## config.mk

```make
export PLATFORM = sky130hd
export DESIGN_NAME = alu32_flag_stage
export DESIGN_NICKNAME = d
export VERILOG_FILES = /design/src/rtl/alu32_pkg.sv /design/src/rtl/alu32_skid2.sv /design/src/rtl/alu32_flag_stage.sv
export SDC_FILE = /design/constraint.sdc
export NUM_CORES = 1
export LEC_CHECK = 0
export CORE_UTILIZATION = 63
export DETAILED_ROUTE_END_ITERATION = 16
export DONT_BUFFER_PORTS = 1
export PLACE_DENSITY = 0.78
export SLEW_MARGIN = 30
export SYNTH_ARGS = -nofsm -noshare
export SYNTH_HDL_FRONTEND = slang
export SYNTH_HIERARCHICAL = 1
export SYNTH_SLANG_ARGS = --single-unit
export TNS_END_PERCENT = 30
```

## constraint.sdc

```tcl
create_clock -name clk -period 2.8 [get_ports clk]
set_input_delay 0.56 -clock clk [delete_from_list [all_inputs] [get_ports clk]]
set_output_delay 0.56 -clock clk [all_outputs]
set_load 0.1 [all_outputs]
```

## src/rtl/alu32_pkg.sv

```systemverilog
// Shared types and constants for the adder flag stage: default widths, NZCV bit
// positions and the buffered entry layout {result, nzcv, tag}.
package alu32_pkg;

   localparam int WIDTH_DEF = 32;
   localparam int TAG_W_DEF = 4;

   localparam int FLAG_N = 3;
   localparam int FLAG_Z = 2;
   localparam int FLAG_C = 1;
   localparam int FLAG_V = 0;

   typedef struct packed {
      logic [WIDTH_DEF-1:0] result;
      logic [3:0]           nzcv;
      logic [TAG_W_DEF-1:0] tag;
   } alu_entry_t;

   function automatic logic [3:0] nzcv_pack(input logic n, input logic z,
                                            input logic c, input logic v);
      logic [3:0] f;
      f         = '0;
      f[FLAG_N] = n;
      f[FLAG_Z] = z;
      f[FLAG_C] = c;
      f[FLAG_V] = v;
      return f;
   endfunction

endpackage

```

## src/rtl/alu32_skid2.sv

```systemverilog
// Generic 2-entry valid/ready buffer; in_ready depends only on the registered
// occupancy so it never combinationally follows out_ready.
module alu32_skid2 #(
   parameter int ENTRY_W = 40
) (
   input  logic               clk,
   input  logic               reset_n,
   input  logic               in_valid,
   output logic               in_ready,
   input  logic [ENTRY_W-1:0] in_data,
   output logic               out_valid,
   input  logic               out_ready,
   output logic [ENTRY_W-1:0] out_data
);

   logic [1:0]         count_q, count_d;
   logic [ENTRY_W-1:0] e0_q, e0_d, e1_q, e1_d;
   logic               push, pop;

   assign in_ready  = (count_q != 2'd2);
   assign out_valid = (count_q != 2'd0);
   assign push      = in_valid & in_ready;
   assign pop       = out_valid & out_ready;
   assign out_data  = e0_q;

   always_comb begin
      count_d = count_q;
      e0_d    = e0_q;
      e1_d    = e1_q;
      case ({push, pop})
         2'b10: begin
            count_d = count_q + 2'd1;
            if (count_q == 2'd0) e0_d = in_data;
            else                 e1_d = in_data;
         end
         2'b01: begin
            count_d = count_q - 2'd1;
            // Head keeps its last value when draining to empty.
            if (count_q == 2'd2) e0_d = e1_q;
         end
         2'b11: begin
            // Only reachable at count 1: the new entry replaces the head.
            e0_d = in_data;
         end
         default: ;
      endcase
   end

   always_ff @(posedge clk or negedge reset_n) begin
      if (!reset_n) begin
         count_q <= 2'd0;
         e0_q    <= '0;
         e1_q    <= '0;
      end else begin
         count_q <= count_d;
         e0_q    <= e0_d;
         e1_q    <= e1_d;
      end
   end

endmodule

```

## src/rtl/alu32_flag_stage.sv

```systemverilog
// Registered NZCV flag stage behind the 32-bit CLA adder, buffered by a 2-entry skid.
// Optional sticky overflow register enabled by defining ALU32_FLAG_STICKY_EN.
module alu32_flag_stage
   import alu32_pkg::*;
#(
   parameter int WIDTH = WIDTH_DEF,
   parameter int TAG_W = TAG_W_DEF
) (
   input  logic             clk,
   input  logic             reset_n,
   input  logic             in_valid,
   output logic             in_ready,
   input  logic [WIDTH-1:0] in_s,
   input  logic             in_co,
   input  logic             in_co_prev,
   input  logic             in_sub,
   input  logic [TAG_W-1:0] in_tag,
   output logic             out_valid,
   input  logic             out_ready,
   output logic [WIDTH-1:0] out_result,
   output logic             out_n,
   output logic             out_z,
   output logic             out_c,
   output logic             out_v,
   output logic [TAG_W-1:0] out_tag
`ifdef ALU32_FLAG_STICKY_EN
   ,
   output logic             ovf_sticky,
   input  logic             ovf_clr
`endif
);

   localparam int ENTRY_W = WIDTH + 4 + TAG_W;

   logic               carry_in;
   logic [3:0]         nzcv_in, nzcv_out;
   logic [ENTRY_W-1:0] ent_in, ent_out;

   // For subtraction the adder's carry-out is an inverted borrow.
   assign carry_in = in_sub ? ~in_co : in_co;
   assign nzcv_in  = nzcv_pack(in_s[WIDTH-1], (in_s == '0), carry_in, in_co ^ in_co_prev);
   assign ent_in   = {in_s, nzcv_in, in_tag};

   alu32_skid2 #(
      .ENTRY_W(ENTRY_W)
   ) u_skid (
      .clk      (clk),
      .reset_n  (reset_n),
      .in_valid (in_valid),
      .in_ready (in_ready),
      .in_data  (ent_in),
      .out_valid(out_valid),
      .out_ready(out_ready),
      .out_data (ent_out)
   );

   assign out_result = ent_out[ENTRY_W-1 -: WIDTH];
   assign nzcv_out   = ent_out[TAG_W +: 4];
   assign out_tag    = ent_out[TAG_W-1:0];
   assign out_n      = nzcv_out[FLAG_N];
   assign out_z      = nzcv_out[FLAG_Z];
   assign out_c      = nzcv_out[FLAG_C];
   assign out_v      = nzcv_out[FLAG_V];

`ifdef ALU32_FLAG_STICKY_EN
   logic ovf_sticky_q, ovf_sticky_d;
   logic push;

   assign push = in_valid & in_ready;

   // Set has priority over clear so no overflow event is lost.
   always_comb begin
      ovf_sticky_d = ovf_sticky_q;
      if (ovf_clr)                ovf_sticky_d = 1'b0;
      if (push & nzcv_in[FLAG_V]) ovf_sticky_d = 1'b1;
   end

   always_ff @(posedge clk or negedge reset_n) begin
      if (!reset_n) ovf_sticky_q <= 1'b0;
      else          ovf_sticky_q <= ovf_sticky_d;
   end

   assign ovf_sticky = ovf_sticky_q;
`endif

endmodule

```

==> results by group <==
Run status
  – Status: completed

Setup path
  – CP bufs+invs: 3
  – Crit-path slowest cell: dfrtp_1
  – CP Class: flop to flop
  – Peak fanout along the critical path: 14
  – Setup crit start: u_skid/count_q[0]
  – Crit-path cells: nand2b_2, nand2_1, inv_1, ha_1, buf_4, or3_1, o31ai_4, buf_4, mux2_2
  – Critical Path Source Type: flop
  – CP peak stage delay: 0.40 ns
  – CP Depth: 9
  – WP data required: 3.02 ns
  – Reg-to-reg endpoint: u_skid/out_data[39]
  – Cell mode on critical path: buf_4
  – RR Startpoint: u_skid/count_q[0]
  – FF-to-FF setup slack: 0.41 ns
  – Cell family with most CP delay: simple AND/OR/NAND/NOR gates
  – Crit end category: flop
  – Critical Path AT: 2.61 ns
  – Worst Setup EP: u_skid/out_data[39]
  – Reg2Reg Depth: 9

Routing
  – Starting DRT DRC Count: 73
  – DRC Markers: 0
  – Vias per inst: 6.10
  – DR WL/cell: 21.3 um
  – Total wire length: 7070 um
  – Final ANT Viol Nets: 0
  – DR pass1 iterations: 4
  – Via count: 2019

Synth
  – Cell variety after synth: 19
  – Synth Cell Area: 3690 sq um
  – Synth async-reset ratio: 100%
  – Synth area leader: dfrtp_1
  – Post-Syn Area per Cell: 15.1 sq um
  – Most frequent cell after synthesis: mux2_2
  – EDFF count, synth: 0
  – Post-synth top cells: 118 x mux2_2, 82 x dfrtp_1, 7 x nor4_1
  – Syn Inst Count: 245
  – Synth top area cells: dfrtp_1 56%, mux2_2 36%, nor4_1 1.2%, ha_1 1.0%, xor2_1 0.95%
  – Sequential share of the synthesized area: 55.6%
  – Yosys warning count: 6
  – Post-synth top area share: 55.6%
  – Yosys reg bits: 82
  – Syn_nets: 291
  – Synth Flop Type: dfrtp_1

Floorplanning
  – Die Area: 6170 sq um
  – CORE AREA: 5570 sq um
  – Starting Density: 66.2%
  – Die Span X: 78.5 um
  – Io pins: 85
  – Die height: 78.5 um
  – Num rows: 27

STA
  – F_max: 0.419 GHz
  – Fin. Hold Viols: 0
  – Relative slew margins: 38.0%
  – Tmin final: 2.39 ns
  – Fin Clk Skew: 0.00851 ns
  – Final setup violation count: 0
  – Setup TNS: 0 ns
  – Worst Tran Pin Value: 0.930 ns
  – Max-slew violation count: 0
  – RSZ-0062 raised after global routing: no
  – Crit share post-route: 85.3%

Finish
  – NumNets Final: 300
  – FILL cells: 380
  – Layout area overhead: 9.49%
  – Layout cells sized above 1: 57.9%
  – Ant diodes: 0

Clock network
  – Clock buffer depth: 2
  – TritonCTS clock tree: yes
  – Reg clk slew, reported paths: 0.08 ns
  – Clock Root Buffer: clkbuf_8
  – # resized after CTS: 0
  – H-tree depth: 3
  – TritonCTS Buffers: 9
  – Clock sink count: 82
  – Worst-skew pair later-pin latency: 0.34 ns

Flow run
  – Max_cap viols: 0

Hold path
  – Min-delay worst type: input pin to asynchronous set/reset pin

Placement
  – Placer congestion estimate: 0.785
  – Final HPWL DP: 4950 um
  – Port Buf Inserts: 0

Global routing
  – First-pass GRT wire length: 11100 um
  – Antenna violations before repair: 0
  – GRT Total Usage: 24.5%
  – Vias in the first global route: 2244
  – Pin count of the biggest net entering global routing: 83
  – Grt ovf: 0
[what timing repair did]
item	CTS	global route
endpoints found under the hold margin	82	0
hold buffers	1	0
endpoints found under the setup margin	0	26
setup buffers	0	1
[cell usage in the layout (no fill, tap or decap), types with 3 or more instances in the layout]
| master | Yosys | layout |
|---|---|---|
| clkinv_2 | 0 | 4 |
| xor2_1 | 4 | 4 |
| buf_4 | 4 | 8 |
| nor4_1 | 7 | 7 |
| dfrtp_1 | 82 | 82 |
| mux2_1 | 3 | 3 |
| nand2_1 | 4 | 3 |
| clkbuf_8 | 0 | 9 |
| mux2_2 | 118 | 118 |
[state kept, by name (all words and copies together) (netlist names)]
| register | count |
|---|---|
| u_skid/out_data | 40 |
| u_skid/e1_q | 40 |
| u_skid/count_q | 2 |
[layer usage]
layer | part of all wire (%) | vias up | track usage (%)
met4 | 1.9 | 0 | 12.4
li1 | - | 907 | -
met5 | 0 | - | 0
met1 | 40 | 1041 | 28.3
met2 | 52 | 59 | 41.7
met3 | 6.6 | 12 | 6.63
[worst min-delay path by stage]
stage                     startpoint  slack, ns             endpoint  cells after the start
final                        reset_n       0.11      u_skid/e1_q[15]                      1
after floorplan              reset_n       0.26    u_skid/count_q[0]                      0
after detailed placement     reset_n       0.27  u_skid/out_data[11]                      0
after global placement       reset_n       0.27  u_skid/out_data[11]                      0
after global routing         reset_n       0.12      u_skid/e1_q[15]                      1
after CTS                    reset_n       0.12  u_skid/out_data[11]                      1
[layout make-up]
class                      instances  area [sq um]  area share, %
timing repair buffer              11           128           3.16
multi-input combinational        148          1580           39.1
sequential                        82          2050           50.8
tap                               72          90.1           2.23
clock inverter                     6          57.6           1.42
inverter                           2          7.51          0.186
clock buffer                      10           128           3.16
[per-stage QoR]
step	cells	util [%]	area, sq um	worst slack [ns]	hold WS (ns)
2_1_floorplan	245	-	3690	0.0747	0.264
3_3_place_gp	313	68.6	3820	0.154	0.267
3_5_place_dp	313	68.6	3820	0.0236	0.266
4_1_cts	330	72.4	4030	0.0287	0.115
5_1_grt	331	72.5	4040	0.339	0.125
6_report	331	72.5	4040	0.412	0.113
[cells by family (layout without fill, tap and decap cells)]
group / count (synthesis) / count (layout) / share of synthesized area, %
AO/OA/AOI/OAI: 1 / 1 / 0.339
XOR/XNOR: 5 / 5 / 1.19
adder cells (fa/ha/maj): 3 / 3 / 1.02
buffers and inverters: 15 / 29 / 2.07
flip-flops: 82 / 82 / 55.6
multiplexers: 121 / 121 / 36.9
AND/OR/NAND/NOR: 18 / 18 / 2.88
Power is not shown: default switching activity piles up to over one toggle a cycle in this logic, so the estimate is an artifact.
